--- src/rtl/ps2_key_tracker.sv ---
// PS/2 keyboard receiver with a held/released state table for NUM_KEYS scan codes.
// Optional build macro PS2_EXT_CODE_EN enables E0-prefixed (extended) key matching.
module ps2_key_tracker #(
    parameter int                      NUM_KEYS       = 4,
    parameter logic [8*NUM_KEYS-1:0]   KEY_CODES      = {8'h5A, 8'h23, 8'h1C, 8'h1D},
    parameter logic [NUM_KEYS-1:0]     KEY_EXT        = '0,
    parameter int                      TIMEOUT_CYCLES = 50000
) (
    input  logic                CLOCK_50,
    input  logic                resetn,
    input  logic                PS2_CLK,
    input  logic                PS2_DAT,
    output logic [NUM_KEYS-1:0] key_down,
    output logic [NUM_KEYS-1:0] key_press,
    output logic [NUM_KEYS-1:0] key_release,
    output logic [7:0]          scan_code,
    output logic                scan_valid,
    output logic                frame_err
);

    localparam int TW = $clog2(TIMEOUT_CYCLES + 1);
    localparam int IW = (NUM_KEYS > 1) ? $clog2(NUM_KEYS) : 1;
    localparam logic [TW-1:0] TO_MAX = TW'(TIMEOUT_CYCLES - 1);

    typedef enum logic [1:0] {
        IDLE,
        DATA,
        PARITY,
        STOP
    } state_t;

    state_t                state_q, state_d;
    logic [2:0]            clk_s_q;
    logic [1:0]            dat_s_q;
    logic [2:0]            bit_cnt_q, bit_cnt_d;
    logic [7:0]            shift_q, shift_d;
    logic                  par_q, par_d;
    logic [TW-1:0]         to_q, to_d;
    logic                  brk_q, brk_d;
    logic [NUM_KEYS-1:0]   down_q, down_d;
    logic [NUM_KEYS-1:0]   press_q, press_d;
    logic [NUM_KEYS-1:0]   rel_q, rel_d;
    logic [7:0]            code_q, code_d;
    logic                  sv_q, ferr_q;

    logic                  fall, dat;
    logic                  byte_ok, err;
    logic                  ext_v, is_e0;
    logic                  hit;
    logic [IW-1:0]         idx;

    assign fall = clk_s_q[2] & ~clk_s_q[1];
    assign dat  = dat_s_q[1];

    // Synchronisers idle high to match the PS/2 bus idle level.
    always_ff @(posedge CLOCK_50) begin
        if (!resetn) begin
            clk_s_q <= 3'b111;
            dat_s_q <= 2'b11;
        end else begin
            clk_s_q <= {clk_s_q[1:0], PS2_CLK};
            dat_s_q <= {dat_s_q[0], PS2_DAT};
        end
    end

    always_comb begin
        state_d   = state_q;
        bit_cnt_d = bit_cnt_q;
        shift_d   = shift_q;
        par_d     = par_q;
        to_d      = to_q;
        byte_ok   = 1'b0;
        err       = 1'b0;
        if (fall) begin
            to_d = '0;
            unique case (state_q)
                IDLE: begin
                    if (!dat) begin
                        state_d   = DATA;
                        bit_cnt_d = '0;
                    end
                end
                DATA: begin
                    shift_d   = {dat, shift_q[7:1]};
                    bit_cnt_d = bit_cnt_q + 3'd1;
                    if (bit_cnt_q == 3'd7) state_d = PARITY;
                end
                PARITY: begin
                    par_d   = dat;
                    state_d = STOP;
                end
                STOP: begin
                    if (dat && (^{shift_q, par_q})) byte_ok = 1'b1;
                    else                            err     = 1'b1;
                    state_d = IDLE;
                end
                default: state_d = IDLE;
            endcase
        end else if (state_q != IDLE) begin
            if (to_q == TO_MAX) begin
                state_d = IDLE;
                err     = 1'b1;
                to_d    = '0;
            end else begin
                to_d = to_q + 1'b1;
            end
        end
    end

    always_ff @(posedge CLOCK_50) begin
        if (!resetn) begin
            state_q   <= IDLE;
            bit_cnt_q <= '0;
            shift_q   <= '0;
            par_q     <= 1'b0;
            to_q      <= '0;
        end else begin
            state_q   <= state_d;
            bit_cnt_q <= bit_cnt_d;
            shift_q   <= shift_d;
            par_q     <= par_d;
            to_q      <= to_d;
        end
    end

`ifdef PS2_EXT_CODE_EN
    localparam logic [NUM_KEYS-1:0] EXT_SEL = KEY_EXT;
    logic ext_q, ext_d;

    always_comb begin
        ext_d = ext_q;
        if (err) begin
            ext_d = 1'b0;
        end else if (byte_ok) begin
            if (shift_q == 8'hE0)      ext_d = 1'b1;
            else if (shift_q != 8'hF0) ext_d = 1'b0;
        end
    end

    always_ff @(posedge CLOCK_50) begin
        if (!resetn) ext_q <= 1'b0;
        else         ext_q <= ext_d;
    end

    assign ext_v = ext_q;
    assign is_e0 = (shift_q == 8'hE0);
`else
    // Entries match on code alone; the mask folds to zero.
    localparam logic [NUM_KEYS-1:0] EXT_SEL = KEY_EXT & '0;
    assign ext_v = 1'b0;
    assign is_e0 = 1'b0;
`endif

    // Descending scan so the lowest matching index wins.
    always_comb begin
        hit = 1'b0;
        idx = '0;
        for (int i = NUM_KEYS - 1; i >= 0; i--) begin
            if (shift_q == KEY_CODES[8*i +: 8] && ext_v == EXT_SEL[i]) begin
                hit = 1'b1;
                idx = IW'(i);
            end
        end
    end

    always_comb begin
        down_d  = down_q;
        press_d = '0;
        rel_d   = '0;
        brk_d   = brk_q;
        code_d  = code_q;
        if (err) brk_d = 1'b0;
        if (byte_ok) begin
            code_d = shift_q;
            if (shift_q == 8'hF0) begin
                brk_d = 1'b1;
            end else if (!is_e0) begin
                brk_d = 1'b0;
                if (hit) begin
                    if (brk_q) begin
                        down_d[idx] = 1'b0;
                        rel_d[idx]  = down_q[idx];
                    end else begin
                        down_d[idx]  = 1'b1;
                        press_d[idx] = ~down_q[idx];
                    end
                end
            end
        end
    end

    always_ff @(posedge CLOCK_50) begin
        if (!resetn) begin
            brk_q   <= 1'b0;
            down_q  <= '0;
            press_q <= '0;
            rel_q   <= '0;
            code_q  <= '0;
            sv_q    <= 1'b0;
            ferr_q  <= 1'b0;
        end else begin
            brk_q   <= brk_d;
            down_q  <= down_d;
            press_q <= press_d;
            rel_q   <= rel_d;
            code_q  <= code_d;
            sv_q    <= byte_ok;
            ferr_q  <= err;
        end
    end

    assign key_down    = down_q;
    assign key_press   = press_q;
    assign key_release = rel_q;
    assign scan_code   = code_q;
    assign scan_valid  = sv_q;
    assign frame_err   = ferr_q;

endmodule

--- config.mk ---
export PLATFORM = sky130hd
export DESIGN_NAME = ps2_key_tracker
export DESIGN_NICKNAME = d
export VERILOG_FILES = /design/src/rtl/ps2_key_tracker.sv
export SDC_FILE = /design/constraint.sdc
export NUM_CORES = 1
export LEC_CHECK = 0
export BUFFER_PORTS_ARGS = -buffer_cell sky130_fd_sc_hd__buf_2
export CAP_MARGIN = 20
export CORE_MARGIN = 3
export CORE_UTILIZATION = 30
export DETAILED_ROUTE_END_ITERATION = 8
export PLACE_DENSITY = 0.52
export SETUP_SLACK_MARGIN = 0.15
export SLEW_MARGIN = 20
export SYNTH_ARGS = -nofsm -noshare
export SYNTH_HDL_FRONTEND = slang
export SYNTH_SLANG_ARGS = --single-unit
--- constraint.sdc ---
create_clock -name CLOCK_50 -period 5.7 [get_ports CLOCK_50]
set_input_delay 1.425 -clock CLOCK_50 [delete_from_list [all_inputs] [get_ports CLOCK_50]]
set_output_delay 1.425 -clock CLOCK_50 [all_outputs]
set_load 0.05 [all_outputs]
Word-level counts from Yosys, hierarchy flattened:

Cells that the tools add are included.

* $add $sub $neg: 2
* multipliers: 0
* divide/modulo/power cells: 0
* magnitude comparators: 2
* equal/unequal tests: 13
* shift-type cells: 0
* mux-type cells: 33
* bitwise gates (word level): 13
* reduce and logical (&&, ||, !) cells: 17

Operators with widths (number)
* 2-to-1 mux 2 bit: 9
* 2-to-1 mux 1 bit: 17
* adder 16 x 1 -> 16 bit (second input constant): 1
* equality test 16 bit (second input constant): 1
* equality test 8 x 5 -> 1 bit (second input constant): 2
* 2-to-1 mux 16 bit: 1
* AND 4 bit: 3
* nonzero test 2 bit: 5
* OR reduction 5 bit: 2
* XOR reduction 9 bit: 1
* equality test 8 x 6 -> 1 bit (second input constant): 1
* equality test 8 x 7 -> 1 bit (second input constant): 1
* equality test 8 bit (second input constant): 1
* case mux 2 bit (4 select lines): 1
* NOT 1 bit: 7
* != test 3 bit (second input constant): 2
* case mux 3 bit (2 select lines): 1
* AND reduction 3 bit: 2
* equality test 2 bit (second input constant): 2
* 2-to-1 mux 4 bit: 1
* NOT 4 bit: 1
* bitwise OR 4 bit: 1
* AND reduction 2 bit: 2
* AND reduction 4 bit: 1
* other kinds (13): 14

* flip-flop bits (word level): 58
* bits in latches: 0
* bits in writable memories: 0
* bits in read-only memories: 0
* input bits: 4
* output and inout port bits: 22
* logic and storage cells: 94
* memories: 0

Depth between registers and ports, before layout:

* word-level depth: 12
* depth in mapped cells: 8
* depth with buffers taken out: 7

Worst setup path after synthesis:

Ideal clock, no wire load.

* path type: input -> register
* from: input resetn
* to: register with a tool-made name
* library setup time: 0.072 ns
* data arrival time: 2.155 ns
* data required time: 5.628 ns
* path slack: 3.473 ns
* stages: 4
* path buffers: 2
* path through: clkbuf_1 > clkbuf_1 > nand2_1 > mux2i_1

RTL lines
* from (decl): RTL line 10 `input logic resetn,`

Worst setup path after layout:

* from: input resetn
* to: register to_q[10]

* word-level cells in the longest chain between the ends: 2

Ends and longest elaborated chain
* NOT 1 bit (no line)
* OR reduction 2 bit (no line)
* to (signal assigned): RTL line 122 `to_q <= to_d;`
* to (decl): RTL line 38 `logic [TW-1:0] to_q, to_d;`

No other way between the ends.
A chain may end at the register's enable or synchronous reset.

==> results.cfg <==
[pwr]
pwr-share-seq_pct = 53.3
powerDensity_mw_per_mm2 = 255
netSwitchingPower_uw = 163
p_clk_share_pct = 44.9
p_sw_share_pct = 21.3
combPwrFrac_pct = 1.8
p_leak_nw = 1.11
p_int_uw = 602
vdd_drop_max_uv = 105

[detailed_routing]
drc = 0
final_antenna_net_count = 0
firstDrtPassIters = 4
finalWirelength_um = 5490
viasPerCell = 4.91
via_count = 2083
drt_iter0_drc = 97
wire_per_inst_um = 13.0

[die]
die_area_mm2 = 0.00996
coreArea_mm2 = 0.00838
chipWidth_um = 99.8
pin_count = 26
die-height_um = 99.8
rows = 33
start_util_pct = 31.5

[critical_path]
path_buf_inv = 2
required_ns = 5.96
cp-end-kind = flop
critPathArrivalTime_ns = 3.25
worstSetupStartpointType = primary input
crit_cells = 5
reg2reg_depth = 7
r2r_slack_ns = 3.37
worst-setup-path-type = primary input to flop
crit_fanout = 31
cp_top_family = buffers and inverters
cp_cell_sequence = buf_2 > clkinv_1 > nor2_1 > nand2_1 > a21oi_1
slowest_stage = clkinv_1
critPathMaxStageDelay_ns = 0.57

[grt]
grt_pass1_vias = 2019
grt_first_pass_wirelength_um = 9360
grt_max_degree = 32
grt_usage_pct = 11.7
antenna_found_initial = 0
overflow = 0

[cts]
clk_latency_ns = 0.33
postCtsSetupBuffers = 0
cts_made_buffers = 9
htree_levels = 3
clock_sinks = 58
holdBufCountCts = 0
clkTransAtPathRegs_ns = 0.06
cts_root_buffer = clkbuf_8
tritoncts = yes
clk_path_buf_depth = 2
ctsResizeCount = 0

[sta]
max_freq_mhz = 335
hold_viol = 0
min_period_ns = 2.99
slew_viol_final = 0
finalCritPeriodShare_pct = 52.4
worstMarginPinSlew_ns = 0.558
finClkSkew_ns = 0.00615
hold_ws_ns = 0.402
finalSetupViolCount = 0
timing.setup.tns_ns = 0
layout_setup_ws_ns = 2.71
grt_setup_unrepaired = no
slew_headroom_pct = 62.8

[placement]
port_buffers = 25
gp_congestion = 0.758
pre_cts_ws_ns = 2.31
place_hpwl_um = 3770
dpl.cell_count = 408

[logic_synthesis]
avgSynthCellArea_um2 = 8.95
postSynthCellCount = 295
synth_fp_nets = 306
async_reset_ff_share_pct = 0
synth-edff-count = 0
seq_area_frac_synth_pct = 44.0
yosys_warnings = 0
ys_seq_elements = 58
netlist_area_mm2 = 0.00264
synth_cell_types = 46
synth_ff_type = dfxtp_1

[layout]
fin_util_pct = 35.8
antenna_cells = 0
finalNonFillerCells = 424
area_growth_pct = 13.8
layout_commonest_cell = dfxtp_1
drive_above_1_share_pct = 14.1
layout_common_cells = 58 x dfxtp_1, 44 x nand2_1, 25 x buf_2
fillCellCount = 881
num-nets-final = 325

[min_path]
min_path_type = flop to flop
holdPathStages = 1

[run_status]
outcome = finished clean

[run]
drv_cap = 0
==> power groups by stage <==
stage	logic, mW	clock network (mW)	registers (mW)
2_1_floorplan	0.0103	0	0.416
3_3_place_gp	0.0139	0	0.417
3_5_place_dp	0.0141	0	0.417
4_1_cts	0.0141	0.357	0.408
5_1_grt	0.0155	0.374	0.408
6_report	0.0137	0.344	0.408
==> path summary, 6_finish.rpt <==
kind	start	end
setup / recovery	resetn	to_q[10]
hold reg to reg	dat_s_q[0]	dat_s_q[1]
setup reg to reg	state_q[0]	state_q[1]
hold / removal	dat_s_q[0]	dat_s_q[1]
==> stage by stage <==
step	total power, mW	cell area (um2)
final	0.765	3000
after global routing	0.797	3000
after CTS	0.779	3000
after detailed placement	0.431	2820
after global placement	0.431	2820
after floorplan	0.427	2640
==> registers in the layout (all words and copies together) (netlist names), named ones only <==
signal and count:
key_release 4, scan_code 8, to_q 16, shift_q 8, scan_valid 1, dat_s_q 2
brk_q 1, par_q 1, state_q 2, key_press 4, clk_s_q 3, bit_cnt_q 3
frame_err 1
==> cell families (layout without fill, tap and decap cells) <==
family	count (synthesis)	in the layout	share of synthesized area, %
XOR/XNOR	24	24	8.77
flip-flops	58	58	44.0
buffers and inverters	22	46	3.75
adder cells (fa/ha/maj)	7	7	3.32
AO/OA/AOI/OAI	29	29	6.88
AND/OR/NAND/NOR	141	141	27.9
multiplexers	14	14	5.41
==> routing by layer <==
layer | up-vias | wire length [um] | global-route usage (%)
li1 | 1069 | - | -
met1 | 951 | 2690 | 14.8
met2 | 50 | 2380 | 18.4
met3 | 13 | 307 | 3.75
met4 | 0 | 110 | 4.73
met5 | - | 0 | 0
==> Yosys cell counts, types with 7 or more instances <==
| cell | n | area (um2) |
|---|---|---|
| dfxtp_1 | 58 | 1160 |
| nand2_1 | 44 | 165 |
| nor2_1 | 23 | 86.3 |
| nand3_1 | 20 | 100 |
| a21oi_1 | 13 | 65.1 |
| mux2i_1 | 12 | 120 |
| xnor2_1 | 11 | 96.3 |
| xor2_1 | 11 | 96.3 |
| clkbuf_1 | 10 | 37.5 |
| nand2b_1 | 9 | 56.3 |
| ha_1 | 7 | 87.6 |
| nand4_1 | 7 | 43.8 |
==> final cells by class <==
cell class	instances	area (um2)	share of cell area (%)
well taps	105	131	4.38
clock inverters	2	10.0	0.333
inverters	4	15.0	0.500
multi-input cells	215	1380	45.9
clock buffers	14	173	5.75
repair buffers	26	133	4.42
flip-flops and latches	58	1160	38.7
Power figures use the tool's default switching activity.
